--- src/rtl/cdb_arbiter_if.sv ---
// Bundle of request-side and broadcast-side signals for the CDB arbiter.
// The arbiter connects through the master modport; requesters and snoopers through slave.
interface cdb_arbiter_if #(
    parameter int N_REQ  = 4,
    parameter int TAG_W  = 6,
    parameter int DATA_W = 32
);
    localparam int SRC_W = (N_REQ > 1) ? $clog2(N_REQ) : 1;

    logic [N_REQ-1:0]        req;
    logic [N_REQ*TAG_W-1:0]  tag_in;
    logic [N_REQ*DATA_W-1:0] data_in;
    logic [N_REQ-1:0]        grant;
    logic                    cdb_stall;
    logic                    flush;
    logic                    cdb_valid;
    logic [TAG_W-1:0]        cdb_tag;
    logic [DATA_W-1:0]       cdb_data;
    logic [SRC_W-1:0]        cdb_src;
    logic [TAG_W-1:0]        cdb_tag_tf;
    logic                    cdb_tag_tf_valid;

    modport master (
        input  req, tag_in, data_in, cdb_stall, flush,
        output grant, cdb_valid, cdb_tag, cdb_data, cdb_src, cdb_tag_tf, cdb_tag_tf_valid
    );

    modport slave (
        output req, tag_in, data_in, cdb_stall, flush,
        input  grant, cdb_valid, cdb_tag, cdb_data, cdb_src, cdb_tag_tf, cdb_tag_tf_valid
    );
endinterface

--- src/rtl/cdb_arbiter.sv ---
// Round-robin common-data-bus arbiter: one combinational grant per cycle and a
// registered broadcast of the winner's tag/data that also returns the tag to the tag FIFO.
module cdb_arbiter #(
    parameter int N_REQ  = 4,
    parameter int TAG_W  = 6,
    parameter int DATA_W = 32
) (
    input  logic           clk,
    input  logic           rst_n,
    cdb_arbiter_if.master  bus
);
    localparam int SRC_W = (N_REQ > 1) ? $clog2(N_REQ) : 1;

    logic [SRC_W-1:0]  rr_ptr_q, rr_ptr_d;
    logic              cdb_valid_q, cdb_valid_d;
    logic [TAG_W-1:0]  cdb_tag_q, cdb_tag_d;
    logic [DATA_W-1:0] cdb_data_q, cdb_data_d;
    logic [SRC_W-1:0]  cdb_src_q, cdb_src_d;

    logic              win_found;
    logic [SRC_W-1:0]  win_idx;
    logic [SRC_W:0]    cand;
    logic              grant_ok;
    logic [N_REQ-1:0]  grant_vec;
    logic [TAG_W-1:0]  win_tag;
    logic [DATA_W-1:0] win_data;

    // Scan from rr_ptr upward with wrap; the extra bit of cand absorbs the carry before wrapping.
    always_comb begin
        win_found = 1'b0;
        win_idx   = '0;
        cand      = '0;
        for (int k = 0; k < N_REQ; k++) begin
            cand = {1'b0, rr_ptr_q} + (SRC_W+1)'(k);
            if (cand >= (SRC_W+1)'(N_REQ)) begin
                cand = cand - (SRC_W+1)'(N_REQ);
            end
            if (!win_found && bus.req[cand[SRC_W-1:0]]) begin
                win_found = 1'b1;
                win_idx   = cand[SRC_W-1:0];
            end
        end
    end

    assign grant_ok = win_found & ~bus.cdb_stall & ~bus.flush & rst_n;

    always_comb begin
        grant_vec = '0;
        win_tag   = '0;
        win_data  = '0;
        for (int i = 0; i < N_REQ; i++) begin
            if (win_idx == SRC_W'(i)) begin
                grant_vec[i] = grant_ok;
                win_tag      = bus.tag_in[i*TAG_W +: TAG_W];
                win_data     = bus.data_in[i*DATA_W +: DATA_W];
            end
        end
    end

    // Without a grant the payload registers keep the last broadcast; only valid drops.
    always_comb begin
        rr_ptr_d    = rr_ptr_q;
        cdb_valid_d = grant_ok;
        cdb_tag_d   = cdb_tag_q;
        cdb_data_d  = cdb_data_q;
        cdb_src_d   = cdb_src_q;
        if (grant_ok) begin
            cdb_tag_d  = win_tag;
            cdb_data_d = win_data;
            cdb_src_d  = win_idx;
            rr_ptr_d   = (win_idx == SRC_W'(N_REQ-1)) ? '0 : win_idx + 1'b1;
        end
    end

    always_ff @(posedge clk or negedge rst_n) begin
        if (!rst_n) begin
            rr_ptr_q    <= '0;
            cdb_valid_q <= 1'b0;
            cdb_tag_q   <= '0;
            cdb_data_q  <= '0;
            cdb_src_q   <= '0;
        end else begin
            rr_ptr_q    <= rr_ptr_d;
            cdb_valid_q <= cdb_valid_d;
            cdb_tag_q   <= cdb_tag_d;
            cdb_data_q  <= cdb_data_d;
            cdb_src_q   <= cdb_src_d;
        end
    end

    assign bus.grant            = grant_vec;
    assign bus.cdb_valid        = cdb_valid_q;
    assign bus.cdb_tag          = cdb_tag_q;
    assign bus.cdb_data         = cdb_data_q;
    assign bus.cdb_src          = cdb_src_q;
    assign bus.cdb_tag_tf       = cdb_tag_q;
    assign bus.cdb_tag_tf_valid = cdb_valid_q;
endmodule
--- src/flat_wrapper.sv ---
// flat-port wrapper written by rule: the top's interface ports become plain ports
module cdb_arbiter_flat 
#(
    parameter int N_REQ  = 4,
    parameter int TAG_W  = 6,
    parameter int DATA_W = 32
)
  (clk, rst_n, bus_req, bus_tag_in, bus_data_in, bus_cdb_stall, bus_flush, bus_grant, bus_cdb_valid, bus_cdb_tag, bus_cdb_data, bus_cdb_src, bus_cdb_tag_tf, bus_cdb_tag_tf_valid);
  cdb_arbiter_if #(.N_REQ(N_REQ), .TAG_W(TAG_W), .DATA_W(DATA_W)) bus_i ();
  input  logic clk;
  input  logic rst_n;
  input wire logic [$bits(bus_i.req)-1:0] bus_req;
  input wire logic [$bits(bus_i.tag_in)-1:0] bus_tag_in;
  input wire logic [$bits(bus_i.data_in)-1:0] bus_data_in;
  input wire logic [$bits(bus_i.cdb_stall)-1:0] bus_cdb_stall;
  input wire logic [$bits(bus_i.flush)-1:0] bus_flush;
  output wire logic [$bits(bus_i.grant)-1:0] bus_grant;
  output wire logic [$bits(bus_i.cdb_valid)-1:0] bus_cdb_valid;
  output wire logic [$bits(bus_i.cdb_tag)-1:0] bus_cdb_tag;
  output wire logic [$bits(bus_i.cdb_data)-1:0] bus_cdb_data;
  output wire logic [$bits(bus_i.cdb_src)-1:0] bus_cdb_src;
  output wire logic [$bits(bus_i.cdb_tag_tf)-1:0] bus_cdb_tag_tf;
  output wire logic [$bits(bus_i.cdb_tag_tf_valid)-1:0] bus_cdb_tag_tf_valid;
  assign bus_i.req = bus_req;
  assign bus_i.tag_in = bus_tag_in;
  assign bus_i.data_in = bus_data_in;
  assign bus_i.cdb_stall = bus_cdb_stall;
  assign bus_i.flush = bus_flush;
  assign bus_grant = bus_i.grant;
  assign bus_cdb_valid = bus_i.cdb_valid;
  assign bus_cdb_tag = bus_i.cdb_tag;
  assign bus_cdb_data = bus_i.cdb_data;
  assign bus_cdb_src = bus_i.cdb_src;
  assign bus_cdb_tag_tf = bus_i.cdb_tag_tf;
  assign bus_cdb_tag_tf_valid = bus_i.cdb_tag_tf_valid;
  cdb_arbiter #(.N_REQ(N_REQ), .TAG_W(TAG_W), .DATA_W(DATA_W)) u_core (.clk(clk), .rst_n(rst_n), .bus(bus_i));
endmodule
--- config.mk ---
export PLATFORM = sky130hd
export DESIGN_NAME = cdb_arbiter_flat
export DESIGN_NICKNAME = d
export VERILOG_FILES = /design/src/rtl/cdb_arbiter_if.sv /design/src/rtl/cdb_arbiter.sv /design/src/flat_wrapper.sv
export SDC_FILE = /design/constraint.sdc
export NUM_CORES = 1
export LEC_CHECK = 0
export ABC_AREA = 1
export CAP_MARGIN = 20
export CORE_UTILIZATION = 34
export CTS_BUF_LIST = sky130_fd_sc_hd__clkbuf_2 sky130_fd_sc_hd__clkbuf_4 sky130_fd_sc_hd__clkbuf_8
export CTS_CLUSTER_DIAMETER = 100
export DETAILED_ROUTE_END_ITERATION = 8
export GPL_ROUTABILITY_DRIVEN = 0
export PLACE_DENSITY = 0.91
export SLEW_MARGIN = 10
export SYNTH_ARGS = -nofsm -noshare
export SYNTH_HDL_FRONTEND = slang
export SYNTH_SLANG_ARGS = --single-unit
--- constraint.sdc ---
create_clock -name clk -period 2.96 [get_ports clk]
set_clock_uncertainty 0.2 [all_clocks]
set_input_delay 0.74 -clock clk [delete_from_list [all_inputs] [get_ports clk]]
set_output_delay 0.74 -clock clk [all_outputs]
set_load 0.02 [all_outputs]
==> flow_summary.yaml <==
worst_setup_path:
  crit_type: "reg -> out"
  worst-path-max-fanout: 6
  cp_top_family: "buffers and inverters"
  path_cells: "buf_6 > buf_6 > nand2_4 > nand3_4 > buf_4 > nand2_1 > nand2_1 > nand3_2 > nand2_4 > inv_4 > ha_4 > inv_4 > nor2_4 > buf_6"
  crit_path_end_kind: "output port"
  crit_required_ns: 2.02
  path_common_cell: "buf_6"
  max_stage_delay_ns: 0.40
  start_kind: "flop"
  arrival_ns: 2.15
  crit_buf_inv: 6
  cp_slowest_cell: "dfrtp_1"
synth:
  synthTopCellsByCount: "nand2_1 (257), o21ai_0 (81), dfrtp_1 (43), a21oi_1 (38), clkbuf_1 (19)"
  synth-warning-count: 0
  syn_nets: 673
  yosysSeqAreaShare_pct: 34.2
  synth.largest_area_cell: "dfrtp_1"
  synth_area_sq_um: 3150
  synth_edf_count: 0
  synthArstFlopShare_pct: 100
  yosysUniqueCellTypes: 19
  synth.area.top_cells: "dfrtp_1 (34%), nand2_1 (31%), o21ai_0 (13%), a21oi_1 (6.0%), clkbuf_1 (2.3%)"
  synthFlopType: "dfrtp_1"
  syn_avg_cell_area_sq_um: 6.19
  synth.most_common_cell: "nand2_1"
  syn_inst: 509
  yosysTopAreaCellShare_pct: 34.2
  synth-seq-cells: 43
run_status:
  violations: "design-rule violations, negative setup slack"
  status: "complete, but fails checks"
route:
  wl_met2_microns: 6960
  wl_met1_microns: 4990
  vias_per_cell: 5.12
  ant_nets: 0
  vias: 4304
  wl_microns: 13500
  drt_pass1_iterations: 7
  drt_iter0_markers: 215
  top_layer: "met4"
  drc: 11
  met3_length_microns: 1090
  routedWlPerCell_microns: 16.0
clock_network:
  cts_buffers: 5
  cts_tree: "yes"
  clockRootBuffer: "clkbuf_8"
  clk_pin_slew_ns: 0.08
  cts.sink_count: 43
  cts_max_path_buffers: 2
  htreeDepth: 2
  clock_latency_ns: 0.28
placed_design:
  place_ws_ns: -1.04
  io_buffers: 211
  dpl_cell_area_sq_um: 5440
  dp_hpwl_microns: 8870
final_layout:
  antenna_cells: 0
  design_area_sq_um: 6090
  nets: 895
  area_delta_synth_final_pct: 93.2
  drive_above_1_share_pct: 17.5
  fin_util_pct: 68.8
sta:
  post-route-min-period_ns: 3.09
  max_freq_mhz: 324
  rsz0062_at_grt: "yes"
  finalCritPeriodShare_pct: 104
  max-slew-margin-rel_pct: 52.4
  slew_viol_final: 0
  setup_ws_ns: -0.131
  hold_viol: 0
  setup_violations: 4
  worstMarginPinSlew_ns: 0.714
floorplan:
  die_h_microns: 98.2
  ios: 212
  core_sq_um: 8850
  die_area_sq_um: 9650
  initial_core_util_pct: 35.6
  rows: 34
  die_x_microns: 98.2
grt:
  grt_pass1_vias: 4288
  antenna_found_initial: 0
  track_usage_pct: 25.0
  grt_pass1_wl_microns: 19500
  grt_max_degree: 77
  grt.overflow.total: 0
pwr:
  leakage_uw: 0.00277
  vdd_drop_max_mv: 1.06
  power.density_nw_per_um2: 1480
job:
  cap_viol_max_count: 0
worst_hold_path:
  hold_path_class: "reg -> reg"
-- per-layer routing --
metal	global-route usage (%)	vias up
met2	47.8	206
met3	6.37	38
met1	25.4	1999
li1	-	2061
met4	10.8	0
met5	0	-
-- metrics by stage --
stage               hold slack (ns)  total power (uW)  std cells  setup TNS (ns)
global placement              0.261              6160        809          -25.70
floorplan                     0.244              4710        509         -0.0597
detailed placement            0.264              6410        809          -32.93
global route                  0.302              9740        840           -3.31
CTS                           0.285              7330        825          -0.204
finish                        0.282              8990        840          -0.446
-- cell type report --
cell class                 instances  area, sq um
multi-input combinational        409         2040
tap                              108          135
sequential                        43         1080
clock inverter                     2         35.0
clock buffer                       6         82.6
timing repair buffer             256         2640
fill                             710         2760
inverter                          16         75.1
-- worst paths after layout --
path | startpoint | to | slack, ns | cells past startpoint
max | u_core.rr_ptr_q[0] | bus_grant[2] | -0.13 | 14
min | u_core.bus.cdb_data[31] | u_core.bus.cdb_data[31] | 0.28 | 2
max reg2reg | u_core.rr_ptr_q[0] | u_core.bus.cdb_data[12] | 0.01 | 22
min reg2reg | u_core.bus.cdb_data[31] | u_core.bus.cdb_data[31] | 0.28 | 2
max in group asynchronous | rst_n | u_core.rr_ptr_q[1] | 1.80 | 2
min in group asynchronous | rst_n | u_core.bus.cdb_data[8] | 0.36 | 2
-- registers in the layout, indices dropped and copies added (netlist names) --
| signal | flops |
|---|---|
| u_core.bus.cdb_tag_tf_valid | 1 |
| u_core.bus.cdb_tag | 6 |
| u_core.bus.cdb_data | 32 |
| u_core.rr_ptr_q | 2 |
| u_core.bus.cdb_src | 2 |
-- report_power, final --
part           internal [uW]  switching, uW  leakage (uW)  total, uW
combinational           3370           4150       0.00215       7530
clock                    273            198     0.0000612        471
sequential               828            162      0.000551        990
total                   4470           4510       0.00277       8990
-- cell families after synthesis --
group           Yosys count  synth area share, %
fa+ha+maj                 4                 1.59
flops                    43                 34.2
simple gates            286                 35.9
compound gates          119                 18.9
buf+inv                  57                 9.42
-- worst min-delay path, stage by stage (launching register included) --
cell     delay (ns)
dfrtp_1        0.34
nand2_1        0.06
nand2_1        0.05
-- cell usage in the layout, fill, tap and decap left out, drive strengths merged --
| cell | instances |
|---|---|
| nand3 | 11 |
| clkinv | 1 |
| clkbuf | 12 |
| clkdlybuf4s50 | 202 |
| o21ai | 81 |
| nand4 | 1 |
| dfrtp | 43 |
| ha | 4 |
| nor2 | 6 |
| nor3b | 1 |
| nand2 | 267 |
| bufinv | 1 |
| buf | 48 |
| a21oi | 38 |
| inv | 16 |
-- repair_timing --
action | CTS | global route
pin swaps | 17 | 21
hold buffers | 0 | 0
gates cloned | 0 | 7
gates resized for setup | 91 | 75
endpoints found under the hold margin | 0 | 0
setup buffers | 8 | 9
endpoints found under the setup margin | 42 | 42
Power figures use the tool's default switching activity.
